<file path="config.mk">
export PLATFORM = sky130hd
export DESIGN_NAME = led_blink_sched
export DESIGN_NICKNAME = d
export VERILOG_FILES = /design/src/rtl/led_sched_pkg.sv /design/src/rtl/led_blink_sched_tick_gen.sv /design/src/rtl/led_blink_sched.sv
export SDC_FILE = /design/constraint.sdc
export NUM_CORES = 1
export LEC_CHECK = 0
export CAP_MARGIN = 20
export CORE_MARGIN = 3
export CORE_UTILIZATION = 40
export DETAILED_ROUTE_END_ITERATION = 7
export DONT_BUFFER_PORTS = 1
export PLACE_DENSITY = 0.56
export SYNTH_ARGS = -nofsm -noshare
export SYNTH_HDL_FRONTEND = slang
export SYNTH_SLANG_ARGS = --single-unit
export TNS_END_PERCENT = 20
</file>
<file path="constraint.sdc">
create_clock -name clk_i -period 2.55 [get_ports clk_i]
set_input_delay 0.765 -clock clk_i [delete_from_list [all_inputs] [get_ports clk_i]]
set_output_delay 0.765 -clock clk_i [all_outputs]
set_load 0.05 [all_outputs]
</file>
<file path="src/rtl/led_sched_pkg.sv">
// led_sched_pkg: shared sizes, state encoding and round-robin helper for led_blink_sched
package led_sched_pkg;

    localparam int NREQ  = 4;
    localparam int CNT_W = 4;
    localparam int IDX_W = $clog2(NREQ);

    typedef enum logic [2:0] {
        S_IDLE,
        S_ON,
        S_OFF,
        S_DONE
`ifdef LED_SCHED_GAP_EN
        , S_GAP
`endif
    } state_e;

    // Returns {valid, index}: first requester after ptr, wrapping, ptr itself last
    function automatic logic [IDX_W:0] rr_pick(input logic [NREQ-1:0] req, input logic [IDX_W-1:0] ptr);
        logic [IDX_W:0]   r;
        logic [IDX_W-1:0] j;
        r = '0;
        for (int k = NREQ; k >= 1; k--) begin
            j = ptr + IDX_W'(k);
            if (req[j]) r = {1'b1, j};
        end
        return r;
    endfunction

endpackage

</file>
<file path="src/rtl/led_blink_sched_tick_gen.sv">
// tick_gen: timebase prescaler, one-cycle tick every CLK_HZ/TICK_HZ cycles after clr_i
module tick_gen #(
    parameter int CLK_HZ  = 100_000_000,
    parameter int TICK_HZ = 1000
) (
    input  logic clk_i,
    input  logic rst_i,
    input  logic clr_i,
    output logic tick_o
);

    localparam int DIV = CLK_HZ / TICK_HZ;
    localparam int CW  = $clog2(DIV);
    localparam logic [CW-1:0] LAST = CW'(DIV - 1);

    logic [CW-1:0] cnt_q, cnt_d;

    assign tick_o = (cnt_q == LAST);

    // Count up, restart on clear or after the terminal count
    always_comb cnt_d = (clr_i || tick_o) ? '0 : cnt_q + 1'b1;

    // Counter register
    always_ff @(posedge clk_i or posedge rst_i) begin
        if (rst_i) cnt_q <= '0;
        else       cnt_q <= cnt_d;
    end

endmodule

</file>
<file path="src/rtl/led_blink_sched.sv">
// led_blink_sched: round-robin scheduler that blinks one LED for up to four requesters
// Optional LED_SCHED_GAP_EN inserts a GAP_TICKS LED-off gap after every sequence.
module led_blink_sched
    import led_sched_pkg::*;
#(
    parameter int CLK_HZ    = 100_000_000,
    parameter int TICK_HZ   = 1000,
    parameter int ON_TICKS  = 250,
    parameter int OFF_TICKS = 250,
    parameter int GAP_TICKS = 1000
) (
    input  logic                  clk_i,
    input  logic                  rst_i,
    input  logic [NREQ-1:0]       req_i,
    input  logic [NREQ*CNT_W-1:0] blinks_i,
    output logic [NREQ-1:0]       gnt_o,
    output logic [NREQ-1:0]       done_o,
    output logic                  busy_o,
    output logic                  led_o
);

    localparam int PH_A = (ON_TICKS > OFF_TICKS) ? ON_TICKS : OFF_TICKS;
    localparam int PH_M = (PH_A > GAP_TICKS) ? PH_A : GAP_TICKS;
    localparam int PH_W = $clog2(PH_M + 1);
    localparam logic [PH_W-1:0] ON_END  = PH_W'(ON_TICKS - 1);
    localparam logic [PH_W-1:0] OFF_END = PH_W'(OFF_TICKS - 1);
`ifdef LED_SCHED_GAP_EN
    localparam logic [PH_W-1:0] GAP_END = PH_W'(GAP_TICKS - 1);
    localparam state_e S_END = S_GAP;
`else
    localparam state_e S_END = S_IDLE;
`endif

    state_e            state_q, state_d;
    logic [NREQ-1:0]   gnt_q, gnt_d, done_q, done_d;
    logic              led_q, led_d;
    logic [CNT_W-1:0]  rem_q, rem_d;
    logic [PH_W-1:0]   ph_q, ph_d;
    logic [IDX_W-1:0]  ptr_q, ptr_d, idx_q, idx_d;
    logic [IDX_W:0]    pick;
    logic              tick, clr, live;

    tick_gen #(.CLK_HZ(CLK_HZ), .TICK_HZ(TICK_HZ)) u_tick (
        .clk_i (clk_i),
        .rst_i (rst_i),
        .clr_i (clr),
        .tick_o(tick)
    );

    assign gnt_o  = gnt_q;
    assign done_o = done_q;
    assign led_o  = led_q;
    assign busy_o = (state_q != S_IDLE);
    assign pick   = rr_pick(req_i, ptr_q);
    assign live   = |(req_i & gnt_q);

    // Next-state, grant, blink timing and abort handling
    always_comb begin
        state_d = state_q;
        gnt_d   = gnt_q;
        done_d  = '0;
        led_d   = led_q;
        rem_d   = rem_q;
        ph_d    = ph_q;
        ptr_d   = ptr_q;
        idx_d   = idx_q;
        clr     = 1'b0;
        case (state_q)
            S_IDLE: begin
                if (pick[IDX_W]) begin
                    idx_d = pick[IDX_W-1:0];
                    gnt_d = NREQ'(1) << pick[IDX_W-1:0];
                    rem_d = blinks_i[32'(pick[IDX_W-1:0])*CNT_W +: CNT_W];
                    ph_d  = '0;
                    clr   = 1'b1;
                    if (rem_d == '0) begin
                        state_d = S_DONE;
                        done_d  = gnt_d;
                    end else begin
                        state_d = S_ON;
                        led_d   = 1'b1;
                    end
                end
            end
            S_ON, S_OFF: begin
                if (!live) begin
                    state_d = S_END;
                    led_d   = 1'b0;
                    gnt_d   = '0;
                    ptr_d   = idx_q;
                    ph_d    = '0;
                    clr     = 1'b1;
                end else if (tick && state_q == S_ON) begin
                    ph_d    = (ph_q == ON_END) ? '0 : ph_q + 1'b1;
                    state_d = (ph_q == ON_END) ? S_OFF : S_ON;
                    led_d   = (ph_q != ON_END);
                end else if (tick) begin
                    ph_d = (ph_q == OFF_END) ? '0 : ph_q + 1'b1;
                    if (ph_q == OFF_END) begin
                        rem_d   = rem_q - 1'b1;
                        state_d = (rem_d == '0) ? S_DONE : S_ON;
                        led_d   = (rem_d != '0);
                        done_d  = (rem_d == '0) ? gnt_q : '0;
                    end
                end
            end
            S_DONE: begin
                state_d = S_END;
                gnt_d   = '0;
                ptr_d   = idx_q;
                ph_d    = '0;
                clr     = 1'b1;
            end
`ifdef LED_SCHED_GAP_EN
            S_GAP: begin
                if (tick) begin
                    ph_d    = (ph_q == GAP_END) ? '0 : ph_q + 1'b1;
                    state_d = (ph_q == GAP_END) ? S_IDLE : S_GAP;
                end
            end
`endif
            default: state_d = S_IDLE;
        endcase
    end

    // State and output registers; pointer resets to the last index so requester 0 wins first
    always_ff @(posedge clk_i or posedge rst_i) begin
        if (rst_i) begin
            state_q <= S_IDLE;
            gnt_q   <= '0;
            done_q  <= '0;
            led_q   <= 1'b0;
            rem_q   <= '0;
            ph_q    <= '0;
            ptr_q   <= IDX_W'(NREQ - 1);
            idx_q   <= '0;
        end else begin
            state_q <= state_d;
            gnt_q   <= gnt_d;
            done_q  <= done_d;
            led_q   <= led_d;
            rem_q   <= rem_d;
            ph_q    <= ph_d;
            ptr_q   <= ptr_d;
            idx_q   <= idx_d;
        end
    end

endmodule

</file>
==> impl_results.md <==
- Power per Cell Area: 1050 nW/um2
- Area of all sequential standard cells: 1150 um2
- Number of nets still failing antenna checks after routing: 0
- Routed WL per cell: 13.9 um
- Synthesized area per cell: 9.93 um2
- Commonest cells post-synth: sky130_fd_sc_hd__dfrtp_1, sky130_fd_sc_hd__nor2_1, sky130_fd_sc_hd__inv_1
- Gate family responsible for the most delay along the worst path: flip-flops
- Overflow after GRT: 0
- Outcome: finished, final reports clean
- Proportion of netlist area held by the largest area contributor: 41.5%
- Most repeated cell in the gate-level netlist after synthesis: sky130_fd_sc_hd__dfrtp_1
- CTS H-tree depth: 2
- Max Clock Freq: 434 MHz
- Synth Warn #: 0
- Post-CTS Hold Fix Bufs: 0
- Die X-Extent: 87.4 um
- Worst-margin pin slew: 0.510 ns
- Rows: 29
- Maximum number of pins on one net before global-route repair: 24
- P&R area growth vs syn: 12.6%
- Capture point of the worst path: state_q[1]
- Total wirelength of the detailed-routed design: 5100 um
- Max-cap viol count: 0
- Synthesized net count: 297
- Worst endpoint data arrival time: 2.52 ns
- Average vias per placed instance: 5.37
- Area of the mapped netlist: 2650 um2
- Final slew viol count: 0
- Worst Skew: 0.0126 ns
- Top FF cell, synth: sky130_fd_sc_hd__dfrtp_1
- Clock sinks: 46
- Clock-pin slew on the worst setup and hold paths: 0.09 ns
- Async set-or-reset flop fraction in the synthesized netlist: 100%
- Setup_tns: 0 ns
- R2R cell count: 9
- Cell type with the largest total area after synthesis: sky130_fd_sc_hd__dfrtp_1
- Final hold violations: 0
- Leakage dissipation: 1.30 nW
- Startpoint of the most critical register-to-register path: ptr_q[1]
- Filler Cells Inserted: 613
- Setup bufs post-CTS: 0
- Post-detailed-placement half-perimeter wirelength: 3770 um
- Maximum fanout along the worst path: 8
- Cells along the critical path: nand3b_1 -> a31oi_1 -> buf_4 -> mux2i_1 -> mux2i_1 -> nor4_4 -> buf_4 -> a22oi_2 -> o31ai_2
- Register bit total from synthesis: 46
- Register-to-register setup slack: 0.25 ns
- Cell with the largest stage delay on the worst path: sky130_fd_sc_hd__dfstp_2
- Antenna diode count: 0
- Buffer cell driving the clock tree root: sky130_fd_sc_hd__clkbuf_8
- Number of buffers and inverters on the critical path: 2
- Number of global-route vias before repair: 1,853
- Total setup violations reported at the end of the flow: 0
- Vias post-DR: 1,972
- Post_cts resized: 0
- Layout cells sized above 1: 17.2%
- Startpoint type of the worst setup path: register
- Depth of the critical timing path with buffers and inverters included: 9
- Placed cell area: 2870 um2
- Number of top-level pins: 32
- Worst-skew pair later-pin latency: 0.30 ns
- Detailed Route Iter0 Violations: 75
- Worst setup EP type: register
- Critical path launch point: ptr_q[1]
- Delay contributed by the slowest stage of the critical path: 0.59 ns
- Minimum period implied by the final worst setup slack: 2.30 ns
- CORE AREA: 6390 um2
- Clock tree from TritonCTS: done
- Worst-case clock buffer depth: 2
- Number of remaining DRC errors: 0
- Area of the multi-input gates: 1410 um2
- Hold WC Path Type: in -> async
- Area contributors post-synth: sky130_fd_sc_hd__dfrtp_1, sky130_fd_sc_hd__nor2_1, sky130_fd_sc_hd__mux2i_1
- Number of input and output port buffers inserted: 0
- Endpoint of the most critical register-to-register path: state_q[1]
- Wire length of the first global-routing pass: 8660 um
- Die Y-Extent: 87.4 um
- Unique cell type count in the Yosys netlist: 58
- Overall fraction of global-route tracks in use: 14.1%
- Headroom to the max-slew limit: 66.0%
- Number of cells produced by synthesis: 267
- Number of antenna violations at the first check in global routing: 0
- EDFF count, synth: 0
- Starting density of the core: 41.5%
- Inserted Clock Buffers: 5
- Required @ worst endpoint: 2.77 ns
- Cell area after layout: 2980 um2
- Overall die area: 7640 um2
- Period Utilization, post-route: 90.4%
- Final Wtd Congestion: 0.787
- Highest ir drop seen on vdd: 0.000607 V
- Post-synthesis sequential area ratio: 43.5%
- First-pass iteration count of the detailed router: 4
- RSZ-0062 raised after global routing: no
- Path type of the worst setup path: reg -> reg
- Final #Nets: 319
placed cells by master, fill, tap and decap left out, types with 3 or more instances in the layout:
| cell | instances |
|---|---|
| sky130_fd_sc_hd__nand2b_1 | 4 |
| sky130_fd_sc_hd__a21oi_1 | 7 |
| sky130_fd_sc_hd__a32oi_1 | 4 |
| sky130_fd_sc_hd__nor2_1 | 40 |
| sky130_fd_sc_hd__mux2i_1 | 12 |
| sky130_fd_sc_hd__nand3_1 | 11 |
| sky130_fd_sc_hd__nor4_1 | 3 |
| sky130_fd_sc_hd__nand2_1 | 12 |
| sky130_fd_sc_hd__and4_1 | 3 |
| sky130_fd_sc_hd__o21ai_0 | 8 |
| sky130_fd_sc_hd__nand4_1 | 4 |
| sky130_fd_sc_hd__mux2_2 | 4 |
| sky130_fd_sc_hd__xnor2_1 | 10 |
| sky130_fd_sc_hd__inv_1 | 13 |
| sky130_fd_sc_hd__ha_1 | 8 |
| sky130_fd_sc_hd__dfrtp_1 | 44 |
| sky130_fd_sc_hd__a32o_1 | 4 |
| sky130_fd_sc_hd__xor2_1 | 12 |
| sky130_fd_sc_hd__or3_1 | 4 |
| sky130_fd_sc_hd__clkbuf_8 | 5 |
| sky130_fd_sc_hd__buf_4 | 22 |
| sky130_fd_sc_hd__a31oi_1 | 4 |
| sky130_fd_sc_hd__and3_1 | 6 |
worst min-delay path by stage:
stage / startpoint / to / slack, ns / cells past startpoint
floorplan: idx_q[1] / idx_q[1] / 0.45 / 1
global placement: idx_q[0] / idx_q[0] / 0.47 / 2
detailed placement: idx_q[1] / idx_q[1] / 0.47 / 1
CTS: rst_i / u_tick.cnt_q[13] / 0.36 / 1
global route: rst_i / u_tick.cnt_q[13] / 0.38 / 1
finish: rst_i / u_tick.cnt_q[13] / 0.35 / 1
layout make-up:
type / count / share of cell area (%)
multi-input combinational: 200 / 47.1
sequential: 46 / 38.7
timing repair buffer: 22 / 5.54
tap: 77 / 3.23
clock buffer: 6 / 2.43
inverter: 14 / 1.76
clock inverter: 2 / 1.26
stage by stage:
step	hold WS [ns]	cells	setup slack, ns	util (%)	power, mW
finish	0.352	367	0.246	46.7	3.12
global route	0.380	367	0.0275	46.7	3.36
CTS	0.361	367	0.212	46.7	3.15
detailed placement	0.472	359	0.0348	45.0	2.59
global placement	0.471	359	0.0739	45.0	2.59
floorplan	0.446	267	0.179	-	2.15
kinds of logic after synthesis:
group / share of synthesized area [%]
AND/OR/NAND/NOR: 21.2
flip-flops: 43.5
multiplexers: 6.75
adder cells (fa/ha/maj): 3.78
AO/OA/AOI/OAI: 14.0
XOR/XNOR: 7.27
buffers and inverters: 3.45
report_power, final:
part / switching [mW] / total (mW) / internal, mW
sequential: 0.162 / 1.05 / 0.884
combinational: 0.884 / 1.53 / 0.643
clock: 0.258 / 0.551 / 0.293
total: 1.30 / 3.12 / 1.82
worst reg2reg max path: stages (launching register included):
cell and delay (ns):
sky130_fd_sc_hd__dfstp_2 0.59, sky130_fd_sc_hd__nand3b_1 0.09, sky130_fd_sc_hd__a31oi_1 0.23, sky130_fd_sc_hd__buf_4 0.23
sky130_fd_sc_hd__mux2i_1 0.20, sky130_fd_sc_hd__mux2i_1 0.14, sky130_fd_sc_hd__nor4_4 0.28, sky130_fd_sc_hd__buf_4 0.19
sky130_fd_sc_hd__a22oi_2 0.09, sky130_fd_sc_hd__o31ai_2 0.18
sequential cells by signal, summed over array words and instances (netlist names):
| register | count |
|---|---|
| done_o | 4 |
| ph_q | 10 |
| state_q | 2 |
| ptr_q | 2 |
| rem_q | 4 |
| led_o | 1 |
| gnt_o | 4 |
| idx_q | 2 |
| u_tick.cnt_q | 17 |
per-layer routing:
metal / share of wire (%) / vias to the layer above / track usage [%]
li1: - / 995 / -
met1: 51 / 953 / 20.4
met2: 45 / 19 / 20.8
met3: 3.2 / 5 / 3.41
met4: 0.96 / 0 / 4.46
met5: 0 / - / 0
No activity file was read; power rests on OpenSTA's default activity.
